## config.mk

```make
export PLATFORM = sky130hd
export DESIGN_NAME = branch_resolver
export DESIGN_NICKNAME = d
export VERILOG_FILES = /design/src/rtl/branch_resolver.sv
export SDC_FILE = /design/constraint.sdc
export NUM_CORES = 1
export LEC_CHECK = 0
export CORE_MARGIN = 2
export CORE_UTILIZATION = 53
export DETAILED_ROUTE_END_ITERATION = 10
export GPL_TIMING_DRIVEN = 0
export HOLD_SLACK_MARGIN = 0.15
export PLACE_DENSITY_LB_ADDON = 0.25
export SETUP_SLACK_MARGIN = 0.2
export SLEW_MARGIN = 0
export SYNTH_ARGS = -nofsm -noshare
export SYNTH_HDL_FRONTEND = slang
export SYNTH_SLANG_ARGS = --single-unit
```

## constraint.sdc

```tcl
create_clock -name in_clk -period 3.3 [get_ports in_clk]
set_input_delay 0.495 -clock in_clk [delete_from_list [all_inputs] [get_ports in_clk]]
set_output_delay 0.495 -clock in_clk [all_outputs]
set_load 0.01 [all_outputs]
```

## src/rtl/branch_resolver.sv

```systemverilog
// Resolves a conditional branch (direction, next PC, mispredict) and keeps retire statistics.
// Latency 1 cycle; a 2-entry skid buffer lets out_ready be registered and sustain 1 entry/cycle.
module branch_resolver #(
  parameter int DATA_WIDTH = 64,
  parameter int CNT_WIDTH  = 32
) (
  input  logic                  in_clk,
  input  logic                  in_rst_n,
  input  logic                  in_valid,
  output logic                  out_ready,
  input  logic [4:0]            in_flag,
  input  logic [2:0]            in_funct3,
  input  logic                  in_is_branch,
  input  logic                  in_pred_taken,
  input  logic [DATA_WIDTH-1:0] in_pc,
  input  logic [DATA_WIDTH-1:0] in_offset,
  input  logic                  in_flush,
  output logic                  out_valid,
  input  logic                  in_ready,
  output logic                  out_taken,
  output logic [DATA_WIDTH-1:0] out_target,
  output logic                  out_mispredict,
  output logic                  out_illegal,
  output logic [CNT_WIDTH-1:0]  out_br_count,
  output logic [CNT_WIDTH-1:0]  out_mispred_count
);

  typedef struct packed {
    logic                  is_branch;
    logic                  taken;
    logic                  mispredict;
    logic                  illegal;
    logic [DATA_WIDTH-1:0] target;
  } ent_t;

  ent_t                 m_ent, s_ent, new_ent;
  logic                 m_vld, s_vld;
  logic                 cond, illegal_code;
  logic                 accept, drain;
  logic [CNT_WIDTH-1:0] br_cnt, mp_cnt;

  // flag bits are {EQ, LT, LTU, GE, GEU}
  always_comb begin
    cond         = 1'b0;
    illegal_code = 1'b0;
    case (in_funct3)
      3'b000:  cond = in_flag[4];
      3'b001:  cond = ~in_flag[4];
      3'b100:  cond = in_flag[3];
      3'b101:  cond = in_flag[1];
      3'b110:  cond = in_flag[2];
      3'b111:  cond = in_flag[0];
      default: illegal_code = 1'b1;
    endcase
  end

  always_comb begin
    new_ent            = '0;
    new_ent.is_branch  = in_is_branch;
    new_ent.taken      = in_is_branch & cond;
    new_ent.illegal    = in_is_branch & illegal_code;
    new_ent.mispredict = in_is_branch & (new_ent.taken ^ in_pred_taken);
    new_ent.target     = new_ent.taken ? (in_pc + in_offset) : (in_pc + DATA_WIDTH'(4));
  end

  assign out_ready = ~s_vld;
  assign accept    = in_valid & out_ready & ~in_flush;
  assign drain     = m_vld & in_ready;

  // S only fills while M is stalled, so S valid implies M valid and no accept.
  always_ff @(posedge in_clk or negedge in_rst_n) begin
    if (!in_rst_n) begin
      m_vld <= 1'b0;
      s_vld <= 1'b0;
      m_ent <= '0;
      s_ent <= '0;
    end else if (in_flush) begin
      m_vld <= 1'b0;
      s_vld <= 1'b0;
    end else if (s_vld && drain) begin
      m_ent <= s_ent;
      s_vld <= 1'b0;
    end else if (accept && (!m_vld || drain)) begin
      m_ent <= new_ent;
      m_vld <= 1'b1;
    end else if (accept) begin
      s_ent <= new_ent;
      s_vld <= 1'b1;
    end else if (drain) begin
      m_vld <= 1'b0;
    end
  end

  // Statistics count retirements, so a handshake in a flush cycle still counts.
  always_ff @(posedge in_clk or negedge in_rst_n) begin
    if (!in_rst_n) begin
      br_cnt <= '0;
      mp_cnt <= '0;
    end else if (drain && m_ent.is_branch) begin
      if (br_cnt != '1) br_cnt <= br_cnt + CNT_WIDTH'(1);
      if (m_ent.mispredict && (mp_cnt != '1)) mp_cnt <= mp_cnt + CNT_WIDTH'(1);
    end
  end

  assign out_valid         = m_vld;
  assign out_taken         = m_ent.taken;
  assign out_target        = m_ent.target;
  assign out_mispredict    = m_ent.mispredict;
  assign out_illegal       = m_ent.illegal;
  assign out_br_count      = br_cnt;
  assign out_mispred_count = mp_cnt;

endmodule

```

==> flow_metrics.py <==
metrics = {
    "floorplanning": {
        "initial_util_pct": 53.8,
        "die_h_um": 169,
        "fp-row-count": 60,
        "core_region_area_mm2": 0.0268,
        "pin_count": 276,
        "die_outline_width_um": 169,
        "dieArea_mm2": 0.0285,
    },
    "timing": {
        "layout_min_cycle_time_ns": 3.11,
        "setup_violations": 0,
        "tightest_slew_ns": 0.960,
        "hold_ws_ns": 0.448,
        "report.final.hold_viol_count": 0,
        "finalClockSkew_ns": 0.0102,
        "max_fclk_mhz": 322,
        "worst_slew_margin_rel_pct": 35.5,
        "final_min_period_over_clock_period_pct": 94.1,
        "maxSlewViolCount": 0,
        "rsz0062_at_grt": "yes",
        "final.setup.tns_ns": 0,
    },
    "outcome": {
        "outcome": "completed",
    },
    "clock_network": {
        "tritoncts": "yes",
        "worst_setup_hold_path_clk_slew_ns": 0.07,
        "clkSinkCount": 202,
        "ctsLongestPathBuffers": 3,
        "clockRootBuffer": "sky130_fd_sc_hd__clkbuf_16",
        "cts_htree_levels": 1,
        "clk_latency_ns": 0.49,
        "cts-buffers-inserted": 20,
    },
    "place": {
        "place.port_buffers": 274,
        "post-dp-hpwl_mm": 36.3,
        "gp_routability_congestion": 0.950,
    },
    "yosys": {
        "yosysSeqAreaShare_pct": 35.1,
        "netlist-cell-type-count": 79,
        "syn-cell-area_mm2": 0.0144,
        "synthFlopType": "sky130_fd_sc_hd__dfrtp_1",
        "ys_seq_elements": 202,
        "yosysWarningCount": 0,
        "post_synth_inst_count": 1775,
        "number_of_enable_type_register_cells_in_the_synthesized_netlist": 0,
        "syn_nets": 1985,
        "synth-async-reset-ratio_pct": 100,
        "post_synth.cell_area_avg_um2": 8.12,
    },
    "finish": {
        "combined_area_of_the_multi_input_logic_cells_mm2": 0.00951,
        "layout.filler_cells": 2025,
        "nNetsFinal": 2332,
        "antennaDiodeCount": 0,
        "post_route_cells_drive_above_1_share_pct": 17.0,
        "seqCellArea_mm2": 0.00505,
        "finalCoreUtilization_pct": 74.1,
        "areaGrowthSynthToFinish_pct": 37.7,
    },
    "grt": {
        "grt_antenna_before_repair": 0,
        "global_route.peak_usage_layer": "met2",
        "globalRouteMet1Util_pct": 42.5,
        "grt_pass1_vias": 14000,
        "maximum_number_of_pins_on_one_net_before_global_route_repair": 108,
        "grt.met2_usage_pct": 56.1,
        "globalRouteOverflowTotal": 0,
        "grt_use_met3_pct": 2.69,
        "grt_pass1_wl_mm": 73.7,
        "grtUsageTotal_pct": 32.4,
    },
    "pwr": {
        "p_per_area_mw_per_mm2": 444,
        "p_total_uw": 8810,
        "static-leakage-power_uw": 0.00860,
        "maximum_resistive_drop_on_vdd_mv": 0.388,
    },
    "drt": {
        "postRouteWirelength_mm": 49.2,
        "routed-via-count": 14800,
        "vias_per_instance": 5.97,
        "firstDrtPassIters": 7,
        "violation_count_after_the_first_detailed_routing_iteration": 1291,
        "routedWlPerCell_um": 19.9,
        "route.antenna.remaining_nets": 0,
        "drcViolationCount": 0,
    },
    "worst_setup_path": {
        "crit_chain": "clkdlybuf4s50_1 -> ha_1 -> clkbuf_2 -> a21o_1 -> a21o_1 -> a21oi_1 -> o21ai_0 -> a21o_4 -> a41oi_4 -> nor2_2 -> a21oi_2 -> mux2i_2 -> a211oi_2 -> o31ai_2",
        "crit_path_required_time_ns": 3.70,
        "worstSetupPathType": "primary input to flip-flop",
        "worst_path_max_delay_cell": "sky130_fd_sc_hd__clkdlybuf4s50_1",
        "worst_ep_arrival_ns": 3.51,
        "cpMostUsedCell": "sky130_fd_sc_hd__a21o_1",
        "critical_path.max_stage_delay_ns": 0.46,
        "crit_path_end_kind": "flip-flop",
        "setup.worst_path.start_class": "primary input",
        "worstPathMaxFanout": 7,
    },
    "run": {
        "maximum_capacitance_violations": 0,
    },
    "min_path": {
        "worst_hold_path_type": "primary input to flip-flop",
    },
}
==> flip-flops by register name (all words and copies together), names as in the netlist <==
signal and flops:
m_ent 1, out_taken 1, out_target 64, out_mispred_count 32, s_vld 1, out_br_count 32
out_valid 1, out_mispredict 1, s_ent 68, out_illegal 1
==> per-stage QoR <==
step                      instances  setup WS, ns  area, µm²
final                          2476         0.193      19900
after global routing           2476        0.0622      19900
after CTS                      2450         0.201      19100
after detailed placement       2392         -1.13      17600
after global placement         2390         -6.43      17600
after floorplan                1775         0.208      14400
==> final timing paths <==
check                                       from                    end  slack [ns]  cells after the start
setup / recovery                   in_offset[31]         out_target[62]        0.19                     14
hold / removal                          in_ready                  s_vld        0.45                      2
setup reg to reg           out_mispred_count[14]  out_mispred_count[28]        0.38                     13
hold reg to reg                        s_ent[44]              s_ent[44]        0.47                      2
max in group asynchronous               in_rst_n              s_ent[41]        1.73                      3
min in group asynchronous               in_rst_n       out_br_count[11]        0.61                      2
==> metal layers <==
metal,wire length [µm],share of wire [%]
met5,0,0
met4,1930,3.9
met3,3960,8.0
met2,24100,49
met1,19300,39
==> cells by family after synthesis <==
logic type | Yosys count | synth area share [%]
XOR/XNOR | 177 | 10.7
AO/OA/AOI/OAI | 461 | 19.0
buffers and inverters | 170 | 6.24
AND/OR/NAND/NOR | 686 | 22.1
flip-flops | 202 | 35.1
adder cells (fa/ha/maj) | 67 | 5.86
multiplexers | 12 | 0.946
==> what timing repair did <==
item                                    CTS  global route
pin swaps                                43            71
endpoints found under the setup margin   84            85
hold buffers                              1             0
setup buffers                            22            26
hold endpoints to repair                 95             0
gates resized for setup                 166           174
==> cells in the mapped netlist, types with 42 or more instances <==
master	number	area share (%)
sky130_fd_sc_hd__nand2_1	301	7.8
sky130_fd_sc_hd__dfrtp_1	202	35
sky130_fd_sc_hd__a21oi_1	164	5.7
sky130_fd_sc_hd__o21ai_0	142	4.9
sky130_fd_sc_hd__nor2_1	134	3.5
sky130_fd_sc_hd__xnor2_1	117	7.1
sky130_fd_sc_hd__nand3_1	77	2.7
sky130_fd_sc_hd__clkbuf_1	73	1.9
sky130_fd_sc_hd__buf_4	66	3.4
sky130_fd_sc_hd__ha_1	66	5.7
sky130_fd_sc_hd__xor2_1	60	3.6
sky130_fd_sc_hd__nand4_1	42	1.8
==> critical path, delay by kind of cell <==
kind | cells | cell delay (ns)
AO/OA/AOI/OAI | 9 | 1.79
adder cells (fa/ha/maj) | 1 | 0.22
AND/OR/NAND/NOR | 1 | 0.08
buffers and inverters | 2 | 0.64
multiplexers | 1 | 0.29
==> cells in the final DEF (no fill, tap or decap), drive strengths merged, types with 8 or more instances in the layout <==
| master | Yosys | final |
|---|---|---|
| a211oi | 13 | 13 |
| a21o | 23 | 23 |
| a21oi | 167 | 167 |
| a31oi | 25 | 25 |
| and3 | 42 | 42 |
| and4 | 12 | 12 |
| buf | 77 | 134 |
| clkbuf | 73 | 99 |
| clkdlybuf4s50 | 0 | 217 |
| dfrtp | 202 | 202 |
| dlygate4sd2 | 0 | 28 |
| dlymetal6s2s | 0 | 23 |
| ha | 66 | 66 |
| inv | 20 | 21 |
| mux2i | 8 | 8 |
| nand2 | 301 | 301 |
| nand2b | 8 | 8 |
| nand3 | 77 | 77 |
| nand4 | 43 | 43 |
| nor2 | 134 | 134 |
| nor2b | 8 | 8 |
| nor3 | 22 | 22 |
| o21a | 11 | 11 |
| o21ai | 162 | 162 |
| o21bai | 15 | 15 |
| o31ai | 9 | 9 |
| or3 | 9 | 9 |
| xnor2 | 117 | 117 |
| xor2 | 60 | 60 |
==> report_power, final <==
group	switching, µW	total (µW)	internal, µW	leakage (µW)
Clock	952	2350	1400	0.000339
Sequential	298	3230	2930	0.00260
Combinational	1650	3230	1580	0.00566
==> area by class of cell <==
cell class / instances / share of cell area (%)
timing repair buffer: 325 / 16.1
multi-input combinational: 1403 / 47.9
sequential: 202 / 25.5
clock inverter: 6 / 0.334
tap: 341 / 2.15
inverter: 20 / 0.378
buffer: 150 / 4.55
clock buffer: 29 / 3.15
(Power assumes the default switching activity.)
